**src/rtl/prio_arb_pkg.sv**
```systemverilog
// rtl/prio_arb_pkg.sv - shared types and helpers for the priority arbitration fabric
//   NUM_M       : number of masters
//   ID_W        : master index width
//   master_id_t : master index type
//   onehot()    : master index to one-hot master vector
package prio_arb_pkg;

  localparam int NUM_M = 4;
  localparam int ID_W  = 2;

  typedef logic [ID_W-1:0] master_id_t;

  function automatic logic [NUM_M-1:0] onehot(input master_id_t id);
    logic [NUM_M-1:0] v;
    v     = '0;
    v[id] = 1'b1;
    return v;
  endfunction

endpackage

```
**src/rtl/rsp_id_fifo.sv**
```systemverilog
// rtl/rsp_id_fifo.sv - synchronous in-order FIFO of master IDs
//   clk, rst_n : clock, synchronous active-low reset
//   push/wdata : write request and data (taken when not full, or full with a pop)
//   pop/rdata  : read request and head entry (taken when not empty)
//   count      : registered occupancy
//   full/empty : occupancy == DEPTH / occupancy == 0
module rsp_id_fifo #(
  parameter  int DEPTH = 4,
  parameter  int WIDTH = 2,
  localparam int CNT_W = $clog2(DEPTH + 1),
  localparam int PTR_W = $clog2(DEPTH)
) (
  input  logic             clk,
  input  logic             rst_n,
  input  logic             push,
  input  logic [WIDTH-1:0] wdata,
  input  logic             pop,
  output logic [WIDTH-1:0] rdata,
  output logic [CNT_W-1:0] count,
  output logic             full,
  output logic             empty
);

  localparam logic [CNT_W-1:0] FULL_CNT = CNT_W'(DEPTH);

  logic [WIDTH-1:0] mem_q [DEPTH];
  logic [PTR_W-1:0] wr_ptr_q, wr_ptr_d;
  logic [PTR_W-1:0] rd_ptr_q, rd_ptr_d;
  logic [CNT_W-1:0] count_q, count_d;
  logic             do_push, do_pop;

  assign full  = (count_q == FULL_CNT);
  assign empty = (count_q == '0);
  assign count = count_q;
  assign rdata = mem_q[rd_ptr_q];

  // A pop frees the head slot this edge, so a push into a full FIFO is legal then.
  assign do_pop  = pop && !empty;
  assign do_push = push && (!full || do_pop);

  always_comb begin
    wr_ptr_d = wr_ptr_q;
    rd_ptr_d = rd_ptr_q;
    count_d  = count_q;
    // Power-of-two depth: pointers wrap naturally.
    if (do_push) wr_ptr_d = wr_ptr_q + 1'b1;
    if (do_pop)  rd_ptr_d = rd_ptr_q + 1'b1;
    case ({do_push, do_pop})
      2'b10:   count_d = count_q + 1'b1;
      2'b01:   count_d = count_q - 1'b1;
      default: count_d = count_q;
    endcase
  end

  always_ff @(posedge clk) begin
    if (!rst_n) begin
      wr_ptr_q <= '0;
      rd_ptr_q <= '0;
      count_q  <= '0;
      for (int i = 0; i < DEPTH; i++) mem_q[i] <= '0;
    end else begin
      wr_ptr_q <= wr_ptr_d;
      rd_ptr_q <= rd_ptr_d;
      count_q  <= count_d;
      if (do_push) mem_q[wr_ptr_q] <= wdata;
    end
  end

endmodule

```
**src/rtl/prio_rsp_router.sv**
```systemverilog
// rtl/prio_rsp_router.sv - steers slave responses back to the requesting master in order
//   clk, rst_n                     : clock, synchronous active-low reset
//   req_fire, req_id               : slave accepted a request from master req_id
//   rsp_valid, rsp_data, rsp_ready : slave response handshake
//   m_rsp_valid, m_rsp_ready       : one-hot per-master response handshake
//   m_rsp_data                     : response data shared by all masters
//   outstanding, id_empty, id_full : ID FIFO occupancy status
//   err_overflow, err_orphan       : sticky error flags
module prio_rsp_router
  import prio_arb_pkg::*;
#(
  parameter  int DATA_W = 8,
  parameter  int DEPTH  = 4,
  localparam int CNT_W  = $clog2(DEPTH + 1)
) (
  input  logic              clk,
  input  logic              rst_n,
  input  logic              req_fire,
  input  logic [ID_W-1:0]   req_id,
  input  logic              rsp_valid,
  input  logic [DATA_W-1:0] rsp_data,
  output logic              rsp_ready,
  output logic [NUM_M-1:0]  m_rsp_valid,
  output logic [DATA_W-1:0] m_rsp_data,
  input  logic [NUM_M-1:0]  m_rsp_ready,
  output logic [CNT_W-1:0]  outstanding,
  output logic              id_empty,
  output logic              id_full,
  output logic              err_overflow,
  output logic              err_orphan
);

  master_id_t        head_id;
  logic              stage_free, pop, push_en;
  logic              stage_valid_q, stage_valid_d;
  master_id_t        stage_id_q, stage_id_d;
  logic [DATA_W-1:0] stage_data_q, stage_data_d;
  logic              err_overflow_q, err_overflow_d;
  logic              err_orphan_q, err_orphan_d;

  rsp_id_fifo #(
    .DEPTH (DEPTH),
    .WIDTH (ID_W)
  ) u_id_fifo (
    .clk   (clk),
    .rst_n (rst_n),
    .push  (push_en),
    .wdata (req_id),
    .pop   (pop),
    .rdata (head_id),
    .count (outstanding),
    .full  (id_full),
    .empty (id_empty)
  );

  // Only the selected master's ready can free the stage; others are ignored.
  assign stage_free = !stage_valid_q || m_rsp_ready[stage_id_q];
  // Registered occupancy only: an ID pushed this cycle cannot pair with a response this cycle.
  assign rsp_ready  = !id_empty && stage_free;
  assign pop        = rsp_valid && rsp_ready;
  assign push_en    = req_fire && (!id_full || pop);

  always_comb begin
    stage_valid_d  = stage_valid_q;
    stage_id_d     = stage_id_q;
    stage_data_d   = stage_data_q;
    err_overflow_d = err_overflow_q;
    err_orphan_d   = err_orphan_q;

    if (pop) begin
      stage_valid_d = 1'b1;
      stage_id_d    = head_id;
      stage_data_d  = rsp_data;
    end else if (stage_valid_q && m_rsp_ready[stage_id_q]) begin
      stage_valid_d = 1'b0;
    end

    if (req_fire && !push_en) err_overflow_d = 1'b1;
    if (rsp_valid && id_empty) err_orphan_d = 1'b1;
  end

  always_ff @(posedge clk) begin
    if (!rst_n) begin
      stage_valid_q  <= 1'b0;
      stage_id_q     <= '0;
      stage_data_q   <= '0;
      err_overflow_q <= 1'b0;
      err_orphan_q   <= 1'b0;
    end else begin
      stage_valid_q  <= stage_valid_d;
      stage_id_q     <= stage_id_d;
      stage_data_q   <= stage_data_d;
      err_overflow_q <= err_overflow_d;
      err_orphan_q   <= err_orphan_d;
    end
  end

  assign m_rsp_valid  = stage_valid_q ? onehot(stage_id_q) : '0;
  assign m_rsp_data   = stage_data_q;
  assign err_overflow = err_overflow_q;
  assign err_orphan   = err_orphan_q;

endmodule

```
**config.mk**
```make
export PLATFORM = sky130hd
export DESIGN_NAME = prio_rsp_router
export DESIGN_NICKNAME = d
export VERILOG_FILES = /design/src/rtl/prio_arb_pkg.sv /design/src/rtl/rsp_id_fifo.sv /design/src/rtl/prio_rsp_router.sv
export SDC_FILE = /design/constraint.sdc
export NUM_CORES = 1
export LEC_CHECK = 0
export CAP_MARGIN = 20
export CORE_MARGIN = 4
export CORE_UTILIZATION = 50
export DETAILED_ROUTE_END_ITERATION = 10
export PLACE_DENSITY = 0.83
export SKIP_CTS_REPAIR_TIMING = 1
export SYNTH_ARGS = -nofsm -noshare
export SYNTH_HDL_FRONTEND = slang
export SYNTH_SLANG_ARGS = --single-unit
```
**constraint.sdc**
```tcl
create_clock -name clk -period 7.3 [get_ports clk]
set_clock_uncertainty 0.1 [all_clocks]
set_input_delay 1.46 -clock clk [delete_from_list [all_inputs] [get_ports clk]]
set_output_delay 1.46 -clock clk [all_outputs]
set_load 0.03 [all_outputs]
```
==> load_flow_metrics.sql <==
INSERT INTO impl_metrics (metric_group, metric, value, unit) VALUES
('outcome', 'run_status', 'completed', ''),
('grt', 'grt_pass1_wl', '4.457', 'mm'),
('power_and_ir_drop', 'combinationalPowerShare', '0.463', ''),
('worst_setup_path', 'critical_path_required', '5.74', 'ns'),
('worst_setup_path', 'worst-endpoint-arrival', '3.01', 'ns'),
('power_and_ir_drop', 'p_leak', '0.6533', 'nW'),
('logic_synthesis', 'syn_area', '1299', 'µm²'),
('floorplanning', 'fp.dieW', '58.97', 'µm'),
('sta', 'grt_setup_unrepaired', 'no', ''),
('power_and_ir_drop', 'clock_share_of_power', '0.167', ''),
('worst_setup_path', 'largest_fanout_of_any_net_on_the_critical_path', '2', ''),
('worst_setup_path', 'cp_common_cell', 'clkdlybuf4s50_1', ''),
('floorplanning', 'floorplan.die.height', '58.97', 'µm'),
('logic_synthesis', 'mappedNetlistNets', '157', ''),
('sta', 'fmax', '0.2187', 'GHz'),
('placement', 'dpl.hpwl', '2.120', 'mm'),
('drt', 'route.antenna.remaining_nets', '0', ''),
('logic_synthesis', 'syn-instance-count', '137', ''),
('drt', 'vias_per_cell', '5.363', ''),
('worst_setup_path', 'cpPeakStageDelay', '0.59', 'ns'),
('power_and_ir_drop', 'vdd_drop_max', '0.3374', 'mV'),
('sta', 'post_layout_worst_setup_margin', '2.727', 'ns'),
('floorplanning', 'initial_core_util', '0.5242', ''),
('worst_setup_path', 'cp_cell_sequence', 'clkdlybuf4s50_1 > mux2_4 > o22ai_1 > nor2_1 > clkdlybuf4s50_1', ''),
('floorplanning', 'fp.dieArea', '3477', 'µm²'),
('worst_setup_path', 'cp_top_family', 'buffers and inverters', ''),
('logic_synthesis', 'yosys.area_share.adder', '0.02505', ''),
('layout', 'num-fill-cells', '194', ''),
('sta', 'final_period_minus_worst_setup_slack', '4.573', 'ns'),
('layout', 'area.sequential', '640.6', 'µm²'),
('clocking', 'cts-buffers-inserted', '3', ''),
('layout', 'fraction_of_layout_instances_using_a_drive_strength_above_1', '0.08772', ''),
('grt', 'gr-usage-all-layers', '0.1693', ''),
('logic_synthesis', 'count_of_flip_flops_with_a_built_in_enable_after_synthesis', '8', ''),
('clocking', 'ctsRootBufferMaster', 'clkbuf_4', ''),
('sta', 'setup_viol_count_final', '0', ''),
('logic_synthesis', 'yosys.area_share.xor_xnor', '0.02023', ''),
('grt', 'grt_pass1_vias', '1040', ''),
('layout', 'synthToLayoutAreaGrowth', '34.49', '%'),
('drt', 'remaining_drc_errors', '0', ''),
('logic_synthesis', 'synthesis.yosys.warnings', '0', ''),
('logic_synthesis', 'synth_top_area_cell', 'dfxtp_1', ''),
('power_and_ir_drop', 'swShare', '0.3925', ''),
('clocking', 'clkLatencyLatePin', '0.33', 'ns'),
('clocking', 'path_clk_slew', '0.15', 'ns'),
('worst_setup_path', 'worstSetupEndpointType', 'primary output', ''),
('power_and_ir_drop', 'power_density', '346.4', 'nW/µm²'),
('placement', 'global_placement_routability_congestion', '0.8057', ''),
('logic_synthesis', 'post_synth_main_area_contributors', 'dfxtp_1, edfxtp_1, nand2_1', ''),
('logic_synthesis', 'synth-main-ff-cell', 'dfxtp_1', ''),
('min_path', 'timing.hold.worst.class', 'register to register', ''),
('logic_synthesis', 'synth.mux.area_fraction', '0.07803', ''),
('logic_synthesis', 'asyncSetResetFlopFracSynth', '0', ''),
('clocking', 'cts_max_level', '1', ''),
('power_and_ir_drop', 'cell_internal_pwr', '0.3676', 'mW'),
('clocking', 'clk_path_buf_depth', '2', ''),
('job', 'drv_cap', '0', ''),
('logic_synthesis', 'dominant_combinational_cell_family_by_area_after_synthesis', 'simple AND/OR/NAND/NOR gates', ''),
('worst_setup_path', 'critPathKind', 'primary input to primary output', ''),
('logic_synthesis', 'synth_seq_cells', '28', ''),
('placement', 'io_buffer_count', '37', ''),
('floorplanning', 'num_rows', '18', ''),
('power_and_ir_drop', 'power_frac_seq', '0.370', ''),
('worst_setup_path', 'start_kind', 'primary input', ''),
('layout', 'finalNetCount', '192', ''),
('logic_synthesis', 'synth.lib_cells_used.distinct', '32', ''),
('floorplanning', 'io_pins', '38', ''),
('drt', 'drt_pass1_iterations', '4', ''),
('sta', 'finalMaxSlewViolations', '0', ''),
('worst_setup_path', 'critical_path.n_buffers_inverters', '2', ''),
('grt', 'grt_antenna_before_repair', '0', '');
[cell families after synthesis]
group,Yosys count
AOI/OAI and AO/OA,26
and+or+nand+nor,54
buffers and inverters,17
adders and majority gates,2
DFF,28
xor gates and xnor gates,3
muxes,7
[cell type report]
cell class	count	share of cell area
clock buffer	3	0.01289
timing repair buffer	38	0.2278
tap	30	0.02149
clock inverter	1	0.01719
sequential	28	0.3668
inverter	9	0.01934
multi-input combinational	92	0.3345
[tightest hold or removal path: stages (launching register included)]
cell	delay [ns]
dfxtp_1	0.34
nand2_1	0.05
o21ai_1	0.05
[final timing paths]
| path | from | endpoint | slack [ns] | cells past startpoint |
|---|---|---|---|---|
| worst max-delay path | m_rsp_ready[1] | rsp_ready | 2.73 | 5 |
| worst min-delay path | m_rsp_data[3]$_SDFFE_PN0N_ | m_rsp_data[3]$_SDFFE_PN0N_ | 0.36 | 2 |
| worst max register to register | stage_id_q[1]$_SDFFE_PN0N_ | u_id_fifo.count[2]$_SDFFE_PN0P_ | 4.36 | 9 |
| worst min register to register | m_rsp_data[3]$_SDFFE_PN0N_ | m_rsp_data[3]$_SDFFE_PN0N_ | 0.36 | 2 |
[metrics by stage]
stage | hold slack [ns] | instance area [µm²] | util | instances | power (mW)
6_report | 0.3586 | 1747 | 0.7051 | 201 | 0.6050
3_3_place_gp | 0.3355 | 1667 | 0.6727 | 196 | 0.4953
4_1_cts | 0.3611 | 1719 | 0.6939 | 200 | 0.6075
5_1_grt | 0.3779 | 1747 | 0.7051 | 201 | 0.6389
2_1_floorplan | 0.3363 | 1299 | - | 137 | 0.4142
3_5_place_dp | 0.3420 | 1667 | 0.6727 | 196 | 0.5060
[routing by layer]
metal  GRT usage  up-vias  part of all wire
met3     0.02851        9             0.059
met1      0.1838      499              0.40
li1            -      539                 -
met4     0.09385        0             0.032
met2      0.3076       31              0.51
met5           0        -                 0
[power by group through the flow]
stage,sequential [mW],combinational [mW],clock (mW)
2_1_floorplan,0.258,0.156,0
3_3_place_gp,0.225,0.271,0
3_5_place_dp,0.227,0.279,0
4_1_cts,0.224,0.279,0.104
5_1_grt,0.230,0.299,0.110
6_report,0.224,0.280,0.101
[sequential cells by signal, indices dropped and copies added, names as in the netlist]
name / cells
u_id_fifo.count: 3
stage_id_q: 2
err_overflow: 1
err_orphan: 1
u_id_fifo.rd_ptr_q: 2
u_id_fifo.wr_ptr_q: 2
m_rsp_data: 8
u_id_fifo.mem_q: 8
stage_valid_q: 1
[cells in the final DEF, fill, tap and decap left out, drive strengths merged, types with 2 or more instances in the layout]
cell / instances
mux2i: 3
clkbuf: 3
clkdlybuf4s50: 37
nor2: 17
o31ai: 2
nand2b: 4
mux4: 2
nand2: 18
inv: 9
o21ai: 15
mux2: 2
a21oi: 3
nand3: 11
edfxtp: 8
dfxtp: 20
nor3: 3
o2111ai: 2
xor2: 2
Note: power is estimated with default switching activity, not from simulation.
